File: src/rtl/spi_bit_sequencer.sv
// Serial sequencer for the 1-bit port of the SPI bit memory: shifts stored bits out on SDI
// (SPI mode 0) and optionally writes the sampled SDO back, with SEN/SLD framing and repeats.
//
// state    | meaning
// IDLE     | waiting for START
// PREFETCH | SEN up, reading address 0 (2 cycles)
// SHIFT    | 4 CLK per bit, SCLK high in ph2/ph3, write-back in ph3
// LOAD     | SLD strobe, SEN down
// WAIT     | inter-frame gap, then repeat or finish
module spi_bit_sequencer #(
    parameter int unsigned MEM_ABITS = 14
) (
    input  logic                 clk_i,
    input  logic                 rst_n_i,
    input  logic                 start_i,
    input  logic [MEM_ABITS:0]   size_i,
    input  logic [15:0]          wait_i,
    input  logic [7:0]           repeat_i,
    input  logic                 en_sdo_i,
    output logic [MEM_ABITS-1:0] mem_addr_o,
    input  logic                 mem_din_i,
    output logic                 mem_we_o,
    output logic                 mem_dout_o,
    output logic                 sclk_o,
    output logic                 sdi_o,
    input  logic                 sdo_i,
    output logic                 sen_o,
    output logic                 sld_o,
    output logic                 busy_o,
    output logic                 done_o
);
    localparam int unsigned SW = MEM_ABITS + 1;
    localparam logic [SW-1:0] DEPTH = {1'b1, {MEM_ABITS{1'b0}}};

    typedef enum logic [2:0] {
        ST_IDLE,
        ST_PREFETCH,
        ST_SHIFT,
        ST_LOAD,
        ST_WAIT
    } state_e;

    state_e               state_q, state_d;
    logic [1:0]           ph_q, ph_d;
    logic [SW-1:0]        bit_q, bit_d;
    logic [SW-1:0]        size_q, size_d;
    logic [15:0]          wait_q, wait_d;
    logic [15:0]          wcnt_q, wcnt_d;
    logic [7:0]           rep_q, rep_d;
    logic                 en_sdo_q, en_sdo_d;
    logic [MEM_ABITS-1:0] addr_q, addr_d;
    logic                 sdi_q, sdi_d;
    logic                 nxt_q, nxt_d;
    logic                 cap_q, cap_d;
    logic                 done_q, done_d;

    logic [SW-1:0]        size_eff;
    logic                 frame_end;
    logic                 wr_slot;

    assign size_eff = (size_i > DEPTH) ? DEPTH : size_i;

    always_ff @(posedge clk_i or negedge rst_n_i) begin
        if (!rst_n_i) begin
            state_q  <= ST_IDLE;
            ph_q     <= '0;
            bit_q    <= '0;
            size_q   <= '0;
            wait_q   <= '0;
            wcnt_q   <= '0;
            rep_q    <= '0;
            en_sdo_q <= 1'b0;
            addr_q   <= '0;
            sdi_q    <= 1'b0;
            nxt_q    <= 1'b0;
            cap_q    <= 1'b0;
            done_q   <= 1'b0;
        end else begin
            state_q  <= state_d;
            ph_q     <= ph_d;
            bit_q    <= bit_d;
            size_q   <= size_d;
            wait_q   <= wait_d;
            wcnt_q   <= wcnt_d;
            rep_q    <= rep_d;
            en_sdo_q <= en_sdo_d;
            addr_q   <= addr_d;
            sdi_q    <= sdi_d;
            nxt_q    <= nxt_d;
            cap_q    <= cap_d;
            done_q   <= done_d;
        end
    end

    always_comb begin
        state_d   = state_q;
        ph_d      = ph_q;
        bit_d     = bit_q;
        size_d    = size_q;
        wait_d    = wait_q;
        wcnt_d    = wcnt_q;
        rep_d     = rep_q;
        en_sdo_d  = en_sdo_q;
        addr_d    = addr_q;
        sdi_d     = sdi_q;
        nxt_d     = nxt_q;
        cap_d     = cap_q;
        done_d    = done_q;
        frame_end = 1'b0;

        case (state_q)
            ST_IDLE: begin
                if (start_i) begin
                    if (size_eff == '0) begin
                        done_d = 1'b1;
                    end else begin
                        size_d   = size_eff;
                        wait_d   = wait_i;
                        rep_d    = repeat_i;
                        en_sdo_d = en_sdo_i;
                        done_d   = 1'b0;
                        state_d  = ST_PREFETCH;
                        ph_d     = '0;
                        addr_d   = '0;
                    end
                end
            end
            ST_PREFETCH: begin
                if (ph_q == 2'd0) begin
                    ph_d = 2'd1;
                end else begin
                    state_d = ST_SHIFT;
                    ph_d    = '0;
                    bit_d   = '0;
                    sdi_d   = mem_din_i;
                    addr_d  = MEM_ABITS'(1);
                end
            end
            ST_SHIFT: begin
                ph_d = ph_q + 2'd1;
                case (ph_q)
                    2'd1: nxt_d = mem_din_i;
                    2'd2: begin
                        cap_d  = sdo_i;
                        addr_d = bit_q[MEM_ABITS-1:0];
                    end
                    2'd3: begin
                        // next bit's read address is (i+1)+1; wraps harmlessly after the last bit
                        bit_d  = bit_q + SW'(1);
                        addr_d = bit_q[MEM_ABITS-1:0] + MEM_ABITS'(2);
                        if (bit_q == size_q - SW'(1)) begin
                            state_d = ST_LOAD;
                            sdi_d   = 1'b0;
                        end else begin
                            sdi_d = nxt_q;
                        end
                    end
                    default: ;
                endcase
            end
            ST_LOAD: begin
                if (wait_q == 16'd0) begin
                    frame_end = 1'b1;
                end else begin
                    state_d = ST_WAIT;
                    wcnt_d  = wait_q - 16'd1;
                end
            end
            ST_WAIT: begin
                if (wcnt_q == 16'd0) begin
                    frame_end = 1'b1;
                end else begin
                    wcnt_d = wcnt_q - 16'd1;
                end
            end
            default: state_d = ST_IDLE;
        endcase

        if (frame_end) begin
            if (rep_q != 8'd0) begin
                rep_d   = rep_q - 8'd1;
                state_d = ST_PREFETCH;
                ph_d    = '0;
                addr_d  = '0;
            end else begin
                state_d = ST_IDLE;
                done_d  = 1'b1;
            end
        end
    end

    assign wr_slot    = (state_q == ST_SHIFT) && (ph_q == 2'd3);
    assign mem_addr_o = addr_q;
    assign mem_we_o   = wr_slot & en_sdo_q;
    assign mem_dout_o = wr_slot & cap_q;
    assign sclk_o     = (state_q == ST_SHIFT) && ph_q[1];
    assign sdi_o      = sdi_q;
    assign sen_o      = (state_q == ST_PREFETCH) || (state_q == ST_SHIFT);
    assign sld_o      = (state_q == ST_LOAD);
    assign busy_o     = (state_q != ST_IDLE);
    assign done_o     = done_q;

endmodule
File: config.mk
export PLATFORM = sky130hd
export DESIGN_NAME = spi_bit_sequencer
export DESIGN_NICKNAME = d
export VERILOG_FILES = /design/src/rtl/spi_bit_sequencer.sv
export SDC_FILE = /design/constraint.sdc
export NUM_CORES = 1
export LEC_CHECK = 0
export CAP_MARGIN = 20
export CORE_ASPECT_RATIO = 0.6
export CORE_UTILIZATION = 63
export CTS_BUF_LIST = sky130_fd_sc_hd__clkbuf_2
export CTS_CLUSTER_SIZE = 28
export DETAILED_ROUTE_END_ITERATION = 8
export GPL_ROUTABILITY_DRIVEN = 0
export PLACE_DENSITY = 0.95
export SETUP_SLACK_MARGIN = 0.5
export SLEW_MARGIN = 20
export SYNTH_ARGS = -nofsm -noshare
export SYNTH_HDL_FRONTEND = slang
export SYNTH_SLANG_ARGS = --single-unit
File: constraint.sdc
create_clock -name clk_i -period 8.8 [get_ports clk_i]
set_input_delay 0.88 -clock clk_i [delete_from_list [all_inputs] [get_ports clk_i]]
set_output_delay 0.88 -clock clk_i [all_outputs]
set_load 0.02 [all_outputs]
* Word level (Yosys, flattened, before mapping)
Index checks and enable logic that the tools add are counted.
Word-level totals: register bits after elaboration 94, input bits 45, output and inout bits 22, word-level logic and storage cells 107
Operators by class: $add $sub $neg 7, $lt $le $gt $ge 1, equality and inequality tests 19, multiplexer cells 46, bitwise operators 3, reduce and logical (&&, ||, !) cells 18
Operator list (number):
- 2-to-1 mux 14 bit | 5
- 2-to-1 mux 15 bit | 3
- one-hot mux 14 bit (3 select lines) | 1
- 2-to-1 mux 8 bit | 5
- zero test 16 bit | 2
- 2-to-1 mux 16 bit | 2
- one-hot mux 16 bit (2 select lines) | 1
- subtractor 16 x 1 -> 16 bit, second input constant | 2
- one-hot mux 15 bit (2 select lines) | 1
- one-hot mux 14 bit (2 select lines) | 1
- 2-to-1 mux 3 bit | 7
- adder 15 x 1 -> 15 bit, second input constant | 1
- equality test 15 bit | 1
- greater-than comparator 15 bit, second input constant | 1
- zero test 15 bit | 1
- inequality test 3 bit, second input constant | 5
- one-hot mux 3 bit (5 select lines) | 1
- subtractor 15 x 1 -> 15 bit, second input constant | 1
- adder 14 x 2 -> 14 bit, second input constant | 1
- 2-to-1 mux 1 bit | 12
- AND reduction 3 bit | 3
- 2-to-1 mux 2 bit | 4
- inequality test 2 bit, second input constant | 4
- nonzero test 8 bit | 1
- 21 further kinds | 28

* Logic depth before layout (Yosys ltp)
depth in word-level cells 8, gate-level depth with buffers 12, depth with buffers taken out 8

* Worst setup path before layout
OpenSTA, ideal clock, no wires.
kind reg2reg, from reg state_q[0], to reg wcnt_q[14], setup time 0.126 ns, data arrival time 2.962 ns, required time 8.674 ns, path slack 5.713 ns, stages on the path, launching flop included 13, buffers on the path 5, clock period less this slack 3.087 ns, cell sequence dfrtp_1 -> clkbuf_1 -> nor3b_1 -> clkbuf_1 -> clkbuf_1 -> buf_1 -> mux2i_1 -> ha_1 -> clkbuf_1 -> o21ai_0 -> nor2_1 -> mux2i_1 -> a21oi_1
Between the ends: longest elaborated chain between the ends 3, elaborated cells on any way between the ends 7, classes of those cells eq/ne (4); mux (1); reduce/logical (2)
RTL lines:
- start, declared | RTL line 43 | state_e state_q, state_d;
- start signal, assigned | RTL line 79 | state_q <= state_d;
- equality test 3 bit or equality test 3 x 2 -> 1 bit (tied branches) | RTL line 111 | case (state_q)
- inequality test 2 bit (no line) or nonzero test 2 bit (tied branches)
- AND reduction 3 bit (no line)
- end signal, assigned | RTL line 84 | wcnt_q <= wcnt_d;
- end, declared | RTL line 48 | logic [15:0] wcnt_q, wcnt_d;
Several ways; a longest one is shown, not always the timed one. A chain may end at the register's enable or synchronous reset.

* Worst setup path after layout
from reg state_q[1], to out mem_we_o
Between the ends: longest elaborated chain between the ends 3
RTL lines:
- equality test 3 x 2 -> 1 bit | RTL line 192 | assign wr_slot = (state_q == ST_SHIFT) && (ph_q == 2'd3);
- logical AND 1 bit | RTL line 192
- bitwise AND 1 bit | RTL line 194 | assign mem_we_o = wr_slot & en_sdo_q;
- end, declared | RTL line 22 | output logic mem_we_o,
No other way between the ends.

==> impl_metrics.json <==
{
  "routedWlPerCell_um": 18.4,
  "synth_area_mm2": 0.00593,
  "slowest_delay_ns": 0.71,
  "cts_hold_buf": 0,
  "start_util_pct": 64.8,
  "numCtsBuffers": 9,
  "first_pass_iters": 8,
  "drt-total-wl_mm": 16.5,
  "crit_chain": "inv_1, nor3_2, buf_4, and3_1, clkdlybuf4s50_1",
  "post_cts_resized": 0,
  "crit_path_top_delay_cell": "dfrtp_1",
  "vias": 5848,
  "critical_path_required_ns": 7.92,
  "r2r-end": "rep_q[3]$_DFF_PN0_",
  "coreArea_mm2": 0.00916,
  "grt_pass1_vias": 5389,
  "crit_arrival_ns": 2.89,
  "vdd_ir_drop_max_mv": 0.172,
  "p_leak_nw": 2.80,
  "setup_violations": 0,
  "path_clk_slew_ns": 0.30,
  "port_buffers": 66,
  "antenna_found_initial": 0,
  "synth_fp_nets": 779,
  "post-dp-hpwl_mm": 11.7,
  "start_kind": "register",
  "avgSynthCellArea_um2": 8.18,
  "slew_viol_final": 0,
  "drtIter0Drc": 989,
  "yosysWarnings": 0,
  "die_area_mm2": 0.00982,
  "nets": 811,
  "root_buffer": "clkbuf_2",
  "ioPinCount": 67,
  "critPathKind": "reg -> out",
  "reg2reg_slack_ns": 5.19,
  "timing.rr.start": "state_q[1]$_DFFE_PN0P_",
  "grt_pass1_wl_mm": 26.9,
  "power_density_mw_per_mm2": 295,
  "num_rows": 27,
  "grt_max_degree": 63,
  "slew_headroom_pct": 36.2,
  "dieHeight_um": 77.2,
  "area_growth_pct": 13.3,
  "ys_ff_latch": 94,
  "drive_above_1_share_pct": 6.04,
  "cts_setup_buffers": 0,
  "vias_per_cell": 6.56,
  "async_reset_ff_share_pct": 100,
  "grt-ovfl-total": 0,
  "period_minus_slack_ns": 3.77,
  "synth_cells": 725,
  "hold_viol": 0,
  "tightest_slew_ns": 0.948,
  "end_kind": "output pin",
  "insertion_delay_ns": 0.62,
  "holdWs_ns": 0.170,
  "route.detailed.drc": 0,
  "dieWidth_um": 127,
  "diodes": 0,
  "grt_setup_unrepaired": "false",
  "cts_tree": "built",
  "maxCapViolations": 0,
  "synth_cell_types": 70,
  "fin_crit_sh_pct": 42.8,
  "ys_seq_area_share_pct": 39.6,
  "power_mw": 1.98,
  "rr_worst_depth": 6,
  "clock_sinks": 94,
  "path_buf_inv": 3,
  "ant_nets": 0,
  "grt_usage_pct": 35.0,
  "holdCritPathClass": "in -> async",
  "skew_ns": 0.0345,
  "cts_max_path_buffers": 2,
  "max_freq_mhz": 265,
  "nFillCells": 661,
  "path_max_fanout": 20,
  "outcome": "finished clean",
  "cp_top_family": "buffers and inverters",
  "ys.flop_type": "dfrtp_1",
  "synth_edf_count": 0,
  "cts_htree_levels": 3,
  "tns_ns": 0
}
## power breakdown
part           switching (mW)  leakage (nW)  internal, mW
sequential              0.227          1.20         0.578
combinational           0.558          1.53         0.386
clock                   0.165        0.0699        0.0698
## layout make-up
cell class / count / area (um^2) / share of cell area (%)
Clock buffer: 9 / 45.0 / 0.670
Clock inverter: 7 / 80.1 / 1.19
Inverter: 17 / 63.8 / 0.949
Multi-Input combinational cell: 564 / 3330 / 49.5
Sequential cell: 94 / 2350 / 35.0
Tap cell: 130 / 163 / 2.42
Timing Repair Buffer: 71 / 696 / 10.3
## cell usage after synthesis (11+ instances only)
cell	number	area [um^2]
nand2_1	124	465
dfrtp_1	94	2350
nor2_1	71	267
o21ai_0	48	240
clkbuf_1	41	154
a21oi_1	38	190
nand2b_1	19	119
nor3_1	19	95.1
xor2_1	19	166
inv_1	16	60.1
nand3_1	15	75.1
nor4_1	15	93.8
a22oi_1	11	82.6
## sequential cells by signal, indices dropped and copies added, names as in the netlist
signal      flops
wcnt_q         16
wait_q         16
bit_q          15
sdi_o           1
size_q         15
done_o          1
en_sdo_q        1
ph_q            2
cap_q           1
rep_q           8
mem_addr_o     14
state_q         3
nxt_q           1
## cells in the final DEF (no fill, tap or decap), types with 5 or more instances in the layout
cell | netlist | layout
a211oi_1 | 9 | 9
a21oi_1 | 38 | 38
a221oi_1 | 5 | 5
a22oi_1 | 11 | 11
a31oi_1 | 8 | 8
and3_1 | 10 | 10
buf_4 | 1 | 6
clkbuf_2 | 0 | 9
clkdlybuf4s50_1 | 0 | 65
dfrtp_1 | 94 | 94
ha_1 | 9 | 9
inv_1 | 16 | 16
mux2i_1 | 10 | 10
nand2_1 | 124 | 124
nand2b_1 | 19 | 19
nand3_1 | 15 | 15
nand3b_1 | 7 | 7
nand4_1 | 10 | 10
nor2_1 | 71 | 71
nor3_1 | 19 | 18
nor4_1 | 15 | 15
o211ai_1 | 5 | 5
o21a_1 | 9 | 9
o21ai_0 | 48 | 48
o22ai_1 | 5 | 5
o31a_1 | 5 | 5
o31ai_1 | 8 | 8
or3_1 | 6 | 6
or4_1 | 5 | 5
xnor2_1 | 10 | 10
xor2_1 | 19 | 19
## worst max-delay path by stage
| stage | slack [ns] | cells after the start | start | to |
|---|---|---|---|---|
| 4_1_cts | 5.09 | 5 | state_q[1]$_DFFE_PN0P_ | mem_we_o |
| 3_5_place_dp | 5.13 | 6 | size_i[0] | size_q[2]$_DFFE_PN0P_ |
| 2_1_floorplan | 5.71 | 12 | state_q[0]$_DFFE_PN0P_ | wcnt_q[14]$_DFFE_PN0P_ |
| 3_3_place_gp | 5.19 | 6 | size_i[0] | size_q[2]$_DFFE_PN0P_ |
| 5_1_grt | 4.95 | 5 | state_q[1]$_DFFE_PN0P_ | mem_dout_o |
| 6_report | 5.03 | 5 | state_q[1]$_DFFE_PN0P_ | mem_we_o |
## stage by stage
| stage | utilization [%] | instances | area (um^2) | setup WS, ns |
|---|---|---|---|---|
| floorplan | - | 725 | 5930 | 5.71 |
| global placement | 72.1 | 876 | 6600 | 5.19 |
| detailed placement | 72.1 | 876 | 6600 | 5.13 |
| CTS | 73.5 | 892 | 6730 | 5.09 |
| global route | 73.5 | 892 | 6730 | 4.95 |
| finish | 73.5 | 892 | 6730 | 5.03 |
## metal layers
metal  share of wire, %  up-vias  wire length, um  GRT usage (%)
li1                   -     2647                -              -
met1                 42     2725             6990           51.2
met2                 43      418             7110           51.5
met3                 12       58             1980           7.47
met4                2.2        0              370           11.1
met5                  0        -                0              0
## cell families after synthesis
family                     count (synthesis)  share of synthesized area (%)
muxes                                     14                           2.45
buffers and inverters                     67                           4.53
and+or+nand+nor                          328                           26.7
DFF                                       94                           39.6
adders and majority gates                  9                           1.90
AOI/OAI and AO/OA                        184                           20.5
xor gates and xnor gates                  29                           4.28
(Power assumes the default switching activity.)
